File: config.mk
export PLATFORM = sky130hd
export DESIGN_NAME = fp32_mant_mul_seq
export DESIGN_NICKNAME = d
export VERILOG_FILES = /design/src/rtl/fp_pkg.sv /design/src/rtl/fp32_unpack.sv /design/src/rtl/fp32_mant_mul_seq.sv
export SDC_FILE = /design/constraint.sdc
export NUM_CORES = 1
export LEC_CHECK = 0
export BUFFER_PORTS_ARGS = -buffer_cell sky130_fd_sc_hd__buf_2
export CELL_PAD_IN_SITES_DETAIL_PLACEMENT = 0
export CELL_PAD_IN_SITES_GLOBAL_PLACEMENT = 1
export CORE_MARGIN = 10
export CORE_UTILIZATION = 37
export DETAILED_ROUTE_END_ITERATION = 7
export HOLD_SLACK_MARGIN = 0.03
export PLACE_DENSITY = 0.81
export SYNTH_ARGS = -nofsm -noshare
export SYNTH_HDL_FRONTEND = slang
export SYNTH_SLANG_ARGS = --single-unit
File: constraint.sdc
create_clock -name clk -period 3.4 [get_ports clk]
set_input_delay 0.17 -clock clk [delete_from_list [all_inputs] [get_ports clk]]
set_output_delay 0.17 -clock clk [all_outputs]
set_load 0.02 [all_outputs]
File: src/rtl/fp_pkg.sv
// Shared FP32 constants, the unpacked-operand record and the multiplier FSM state type.
package fp_pkg;

  localparam int unsigned FP32_EXP_W   = 8;
  localparam int unsigned FP32_FRAC_W  = 23;
  localparam int          FP32_BIAS    = 127;
  localparam logic [7:0]  FP32_EXP_MAX = 8'hFF;
  localparam logic [31:0] FP32_QNAN    = 32'h7FC00000;

  typedef struct packed {
    logic        sign;
    logic [7:0]  exp;
    logic [23:0] mant;
    logic        is_zero;
    logic        is_inf;
    logic        is_nan;
    logic        is_denorm;
  } fp32_unpacked_t;

  typedef enum logic [1:0] {
    IDLE,
    BUSY,
    DONE
  } mul_state_t;

endpackage

File: src/rtl/fp32_unpack.sv
// Combinational FP32 unpack: splits a word into sign, effective exponent and significand
// with the hidden bit restored, and classifies zero / inf / NaN / denormal.
module fp32_unpack
  import fp_pkg::*;
(
  input  logic [31:0]    i_word,
  output fp32_unpacked_t o_unp
);

  logic [7:0]  w_exp;
  logic [22:0] w_frac;

  assign w_exp  = i_word[FP32_FRAC_W +: FP32_EXP_W];
  assign w_frac = i_word[FP32_FRAC_W-1:0];

  always_comb begin
    o_unp           = '0;
    o_unp.sign      = i_word[31];
    o_unp.is_zero   = (w_exp == 8'd0) && (w_frac == '0);
    o_unp.is_denorm = (w_exp == 8'd0) && (w_frac != '0);
    o_unp.is_inf    = (w_exp == FP32_EXP_MAX) && (w_frac == '0);
    o_unp.is_nan    = (w_exp == FP32_EXP_MAX) && (w_frac != '0);
    // Denormals (and zero) use an effective exponent of 1 with no hidden bit.
    if (w_exp == 8'd0) begin
      o_unp.exp  = 8'd1;
      o_unp.mant = {1'b0, w_frac};
    end else begin
      o_unp.exp  = w_exp;
      o_unp.mant = {1'b1, w_frac};
    end
  end

endmodule

File: src/rtl/fp32_mant_mul_seq.sv
// Sequential FP32 multiply front end: sign, clamped exponent sum, special-case flags and an
// iterative shift-add 24x24 significand product. Define FPMUL_EARLY_TERM_EN for early exit.
module fp32_mant_mul_seq
  import fp_pkg::*;
#(
  parameter int unsigned BITS_PER_CYCLE = 1
) (
  input  logic        clk,
  input  logic        rst,
  input  logic        in_valid,
  output logic        in_ready,
  input  logic [31:0] a,
  input  logic [31:0] b,
  output logic        out_valid,
  input  logic        out_ready,
  output logic [47:0] out_mant,
  output logic [7:0]  out_exp,
  output logic        out_sign,
  output logic        out_ovf,
  output logic        out_unf,
  output logic        out_zero,
  output logic        out_inf,
  output logic        out_nan
);

  localparam int unsigned NumIter = 24 / BITS_PER_CYCLE;
  localparam int unsigned CntW    = 5;

  fp32_unpacked_t w_ua, w_ub;

  fp32_unpack u_unpack_a (.i_word(a), .o_unp(w_ua));
  fp32_unpack u_unpack_b (.i_word(b), .o_unp(w_ub));

  mul_state_t r_state, w_state_nxt;
  logic [47:0] r_acc, w_acc_nxt;
  logic [23:0] r_ma, w_ma_nxt;
  logic [23:0] r_mb, w_mb_nxt;
  logic [CntW-1:0] r_cnt, w_cnt_nxt;
  logic [7:0] r_exp, w_exp_nxt;
  logic r_sign, w_sign_nxt;
  logic [4:0] r_flags, w_flags_nxt;  // {nan, inf, zero, ovf, unf}

  logic signed [9:0]         w_esum;
  logic [BITS_PER_CYCLE-1:0] w_digit;
  logic [47:0]               w_pp;
  logic                      w_is_nan, w_is_inf, w_is_zero;
  logic                      w_unused;

  assign w_esum = $signed({2'b00, w_ua.exp}) + $signed({2'b00, w_ub.exp}) - 10'(FP32_BIAS);
  assign w_digit = r_mb[23 -: BITS_PER_CYCLE];
  assign w_pp    = 48'(r_ma) * 48'(w_digit);

  assign w_is_nan  = w_ua.is_nan || w_ub.is_nan ||
                     (w_ua.is_inf && w_ub.is_zero) || (w_ua.is_zero && w_ub.is_inf);
  assign w_is_inf  = w_ua.is_inf || w_ub.is_inf;
  assign w_is_zero = w_ua.is_zero || w_ub.is_zero;
  assign w_unused  = w_ua.is_denorm ^ w_ub.is_denorm;

`ifdef FPMUL_EARLY_TERM_EN
  logic [5:0] w_shamt;
  assign w_shamt = 6'(r_cnt * BITS_PER_CYCLE);
`endif

  always_comb begin
    w_state_nxt = r_state;
    w_acc_nxt   = r_acc;
    w_ma_nxt    = r_ma;
    w_mb_nxt    = r_mb;
    w_cnt_nxt   = r_cnt;
    w_exp_nxt   = r_exp;
    w_sign_nxt  = r_sign;
    w_flags_nxt = r_flags;
    in_ready    = 1'b0;
    out_valid   = 1'b0;
    unique case (r_state)
      IDLE: begin
        in_ready = 1'b1;
        if (in_valid) begin
          w_sign_nxt  = w_ua.sign ^ w_ub.sign;
          w_acc_nxt   = '0;
          w_flags_nxt = '0;
          w_state_nxt = DONE;
          if (w_is_nan) begin
            w_flags_nxt[4] = 1'b1;
            w_exp_nxt      = FP32_EXP_MAX;
          end else if (w_is_inf) begin
            w_flags_nxt[3] = 1'b1;
            w_exp_nxt      = FP32_EXP_MAX;
          end else if (w_is_zero) begin
            w_flags_nxt[2] = 1'b1;
            w_exp_nxt      = 8'd0;
          end else begin
            if (w_esum >= 10'sd255) begin
              w_exp_nxt      = FP32_EXP_MAX;
              w_flags_nxt[1] = 1'b1;
            end else if (w_esum <= 10'sd0) begin
              w_exp_nxt      = 8'd0;
              w_flags_nxt[0] = 1'b1;
            end else begin
              w_exp_nxt = w_esum[7:0];
            end
            w_ma_nxt    = w_ua.mant;
            w_mb_nxt    = w_ub.mant;
            w_cnt_nxt   = CntW'(NumIter);
            w_state_nxt = BUSY;
          end
        end
      end
      BUSY: begin
        w_acc_nxt = (r_acc << BITS_PER_CYCLE) + w_pp;
        w_mb_nxt  = r_mb << BITS_PER_CYCLE;
        w_cnt_nxt = r_cnt - 1'b1;
        if (r_cnt == CntW'(1)) w_state_nxt = DONE;
`ifdef FPMUL_EARLY_TERM_EN
        // Remaining digits are all zero: apply the outstanding shifts in one step.
        if (r_mb == '0) begin
          w_acc_nxt   = r_acc << w_shamt;
          w_cnt_nxt   = '0;
          w_state_nxt = DONE;
        end
`endif
      end
      DONE: begin
        out_valid = 1'b1;
        if (out_ready) w_state_nxt = IDLE;
      end
      default: w_state_nxt = IDLE;
    endcase
  end

  always_ff @(posedge clk) begin
    if (rst) begin
      r_state <= IDLE;
    end else begin
      r_state <= w_state_nxt;
    end
  end

  always_ff @(posedge clk) begin
    if (rst) begin
      r_acc   <= '0;
      r_ma    <= '0;
      r_mb    <= '0;
      r_cnt   <= '0;
      r_exp   <= '0;
      r_sign  <= 1'b0;
      r_flags <= '0;
    end else begin
      r_acc   <= w_acc_nxt;
      r_ma    <= w_ma_nxt;
      r_mb    <= w_mb_nxt;
      r_cnt   <= w_cnt_nxt;
      r_exp   <= w_exp_nxt;
      r_sign  <= w_sign_nxt;
      r_flags <= w_flags_nxt;
    end
  end

  assign out_mant = r_acc;
  assign out_exp  = r_exp;
  assign out_sign = r_sign;
  assign out_nan  = r_flags[4];
  assign out_inf  = r_flags[3];
  assign out_zero = r_flags[2];
  assign out_ovf  = r_flags[1];
  assign out_unf  = r_flags[0];

endmodule
==> metrics.md <==
| Metric | Value |
|---|---|
| Status | `finished, final reports clean` |
| Most Crowded Layer GR | `met2` |
| Seq/Total Area, Yosys | `34.6%` |
| Num CTS Buffers | `17` |
| Drt drc | `0` |
| Routed wire per std cell | `15.5 µm` |
| Mapped Area | `6780 µm²` |
| Final WL | `19300 µm` |
| Setup crit start kind | `register` |
| DIE AREA | `24100 µm²` |
| Post-synth cell types | `59` |
| Hold Path Class | `input pin to register` |
| Final Skew | `0.0132 ns` |
| Htree depth | `4` |
| Utilization after layout | `47.4%` |
| Async set-reset flop share out of synthesis | `0%` |
| Leak pwr | `3.69 nW` |
| CTS sink cnt | `117` |
| Syn Nets | `976` |
| Max transition margin | `32.9%` |
| Initial Util | `37.7%` |
| Final setup violation count | `0` |
| Arr. time, crit path | `3.40 ns` |
| IO Count | `132` |
| DP Area | `7660 µm²` |
| Post-CTS Setup Repair Bufs | `0` |
| Max Cap Viol | `0` |
| Clock buffer depth | `2` |
| Fill count | `1796` |
| Post-synth EDFFs | `0` |
| Met1 usage | `19.6%` |
| Via/cell ratio | `5.15` |
| Die height | `155 µm` |
| M3 GR Usage | `4.69%` |
| Crit. End Element | `register` |
| GR Util met2 | `26.4%` |
| Min Tclk post-route | `3.05 ns` |
| Port bufs | `131` |
| CTS tree | `yes` |
| Fmax | `328 MHz` |
| CTS clock-pin slew for the worst setup and hold paths | `0.06 ns` |
| DR iter-0 viols | `327` |
| Skew-Pair Late Insertion Delay | `0.41 ns` |
| Total grt overflow | `0` |
| N_diodes | `0` |
| Cell count after synthesis | `866` |
| Yosys top cell area share | `34.6%` |
| First-pass GRT wire length | `32000 µm` |
| Root buffer cell | `clkbuf_16` |
| Max-slew violations | `0` |
| CTS resizes | `0` |
| Storage cell area | `2340 µm²` |
| Setup Crit Path Kind | `register to register` |
| CP Max Fanout | `6` |
| DP HPWL | `14300 µm` |
| Pre-antenna DRT Iters | `5` |
| Layout cell share with drive strength beyond 1 | `20.4%` |
| CP Data Required Time | `3.75 ns` |
| Std-Cell Rows | `49` |
| # nets final | `1115` |
| RSZ-0062 raised after global routing | `false` |
| Maximum VDD drop | `367 µV` |
| WHS | `0.0484 ns` |
| Global-route usage over all layers | `15.9%` |
| Area contributors post-synth | `dfxtp_1, nand2_1, ha_1` |
| Initial antenna violation count | `1` |
| Routability cong. | `0.815` |
| Vias | `6419` |
| Std-Cell Core Area | `18000 µm²` |
| Area of the multi-input gates | `4160 µm²` |
| Chip width | `155 µm` |
| Layout area overhead | `25.8%` |
| Main flop type after synthesis | `dfxtp_1` |
| Post-synth top area cell | `dfxtp_1` |
| Total chip power | `4.02 mW` |
| Largest net degree at the start of global routing | `55` |
| Setup TNS | `0 ns` |
| Design Area, Final | `8520 µm²` |
| Avg Inst Size Synth | `7.83 µm²` |
| Vias in the first global route | `6381` |
| PD cells | `472 nW/µm²` |
| Routed Antenna Nets | `0` |
| Fin crit share | `89.7%` |
| Hold Violations, Final | `0` |
| Slew at the pin closest to its max-slew limit | `1.00 ns` |
| Ys Warns | `0` |
| FF+latch count, synth | `117` |
Yosys cell counts (17+ instances only):
library cell / count
nor2_1: 86
clkbuf_1: 54
o21ai_0: 40
nand2_1: 157
and2_1: 28
ha_1: 40
nor3_1: 20
a21o_1: 17
a21oi_1: 53
xnor2_1: 37
dfxtp_1: 117
a311oi_1: 22
layer usage:
| metal | wire length, µm | up-vias |
|---|---|---|
| li1 | - | 3323 |
| met1 | 8860 | 2966 |
| met2 | 9170 | 115 |
| met3 | 1110 | 13 |
| met4 | 162 | 2 |
| met5 | 13 | - |
per-stage QoR:
step	instances	worst slack, ns
after CTS	1246	0.335
after detailed placement	1186	-0.0455
final	1247	0.351
after global placement	1186	0.0592
after global routing	1247	0.134
after floorplan	866	0.136
cells by family after synthesis:
family | count (synthesis) | synth area share, %
muxes | 2 | 0.295
xor gates and xnor gates | 52 | 6.72
buffers and inverters | 75 | 4.32
and+or+nand+nor | 383 | 26.5
adders and majority gates | 42 | 7.97
DFF | 117 | 34.6
AOI/OAI and AO/OA | 195 | 19.7
layout by cell type (no fill, tap or decap), types with 3 or more instances in the layout:
cell type	synthesis	final
a211o_1	4	4
a211oi_1	8	8
a21o_1	17	17
a21oi_1	53	52
a22oi_1	14	14
a311oi_1	22	22
and2_1	28	28
and3_1	4	4
buf_2	3	131
buf_4	0	21
clkbuf_16	0	17
clkinv_2	0	3
clkinvlp_4	0	5
dfxtp_1	117	117
dlygate4sd3_1	0	29
ha_1	40	40
inv_1	14	14
nand2_1	157	157
nand2b_1	4	4
nand3_1	16	16
nand3b_1	3	3
nand4_1	12	12
nor2_1	86	83
nor2_2	0	3
nor2b_1	10	10
nor3_1	20	20
nor3b_1	9	9
nor4_1	14	14
o211ai_1	3	3
o21a_1	3	3
o21ai_0	40	40
o21bai_1	3	3
o221a_2	6	6
or2_2	8	8
or4_1	6	6
xnor2_1	37	37
xor2_1	15	15
worst paths after layout:
path             from      endpoint  slack [ns]  cells after the start
max reg2reg  r_mb[23]  out_mant[47]        0.35                     11
min reg2reg  r_ma[20]      r_ma[20]        0.45                      2
max          r_mb[23]  out_mant[47]        0.35                     11
min              b[5]       r_mb[5]        0.05                      3
worst max-delay path: stages, from the launching register on:
cell and delay, ns:
dfxtp_1 0.34, buf_4 0.16, and2_1 0.15, ha_1 0.36, and3_2 0.22, a221oi_2 0.07
or4_4 0.52, a31oi_4 0.18, a31oi_2 0.17, or2_0 0.26, or4_1 0.47, nand3_1 0.09
area by class of cell:
| cell class | instances | area share, % |
|---|---|---|
| inverter | 14 | 0.617 |
| tap | 229 | 3.36 |
| timing repair buffer | 181 | 12.9 |
| clock inverter | 12 | 1.53 |
| clock buffer | 20 | 5.24 |
| sequential | 117 | 27.5 |
| multi-input combinational | 674 | 48.8 |
state kept, by name, indices dropped and copies added (netlist names):
| signal | cells |
|---|---|
| out_exp | 8 |
| out_mant | 48 |
| out_sign | 1 |
| r_cnt | 5 |
| r_flags | 5 |
| r_ma | 24 |
| r_mb | 24 |
| r_state | 2 |
power by group:
group	total, mW	leakage [nW]	switching (mW)	internal, mW
Clock	1.76	0.268	0.666	1.10
Combinational	0.731	2.47	0.441	0.290
Sequential	1.53	0.956	0.0591	1.47
repair_timing:
| item | CTS | global route |
|---|---|---|
| hold buffers | 28 | 1 |
| endpoints found under the hold margin | 28 | 1 |
| setup endpoints to repair | 0 | 0 |
Note: power is estimated with default switching activity, not from simulation.
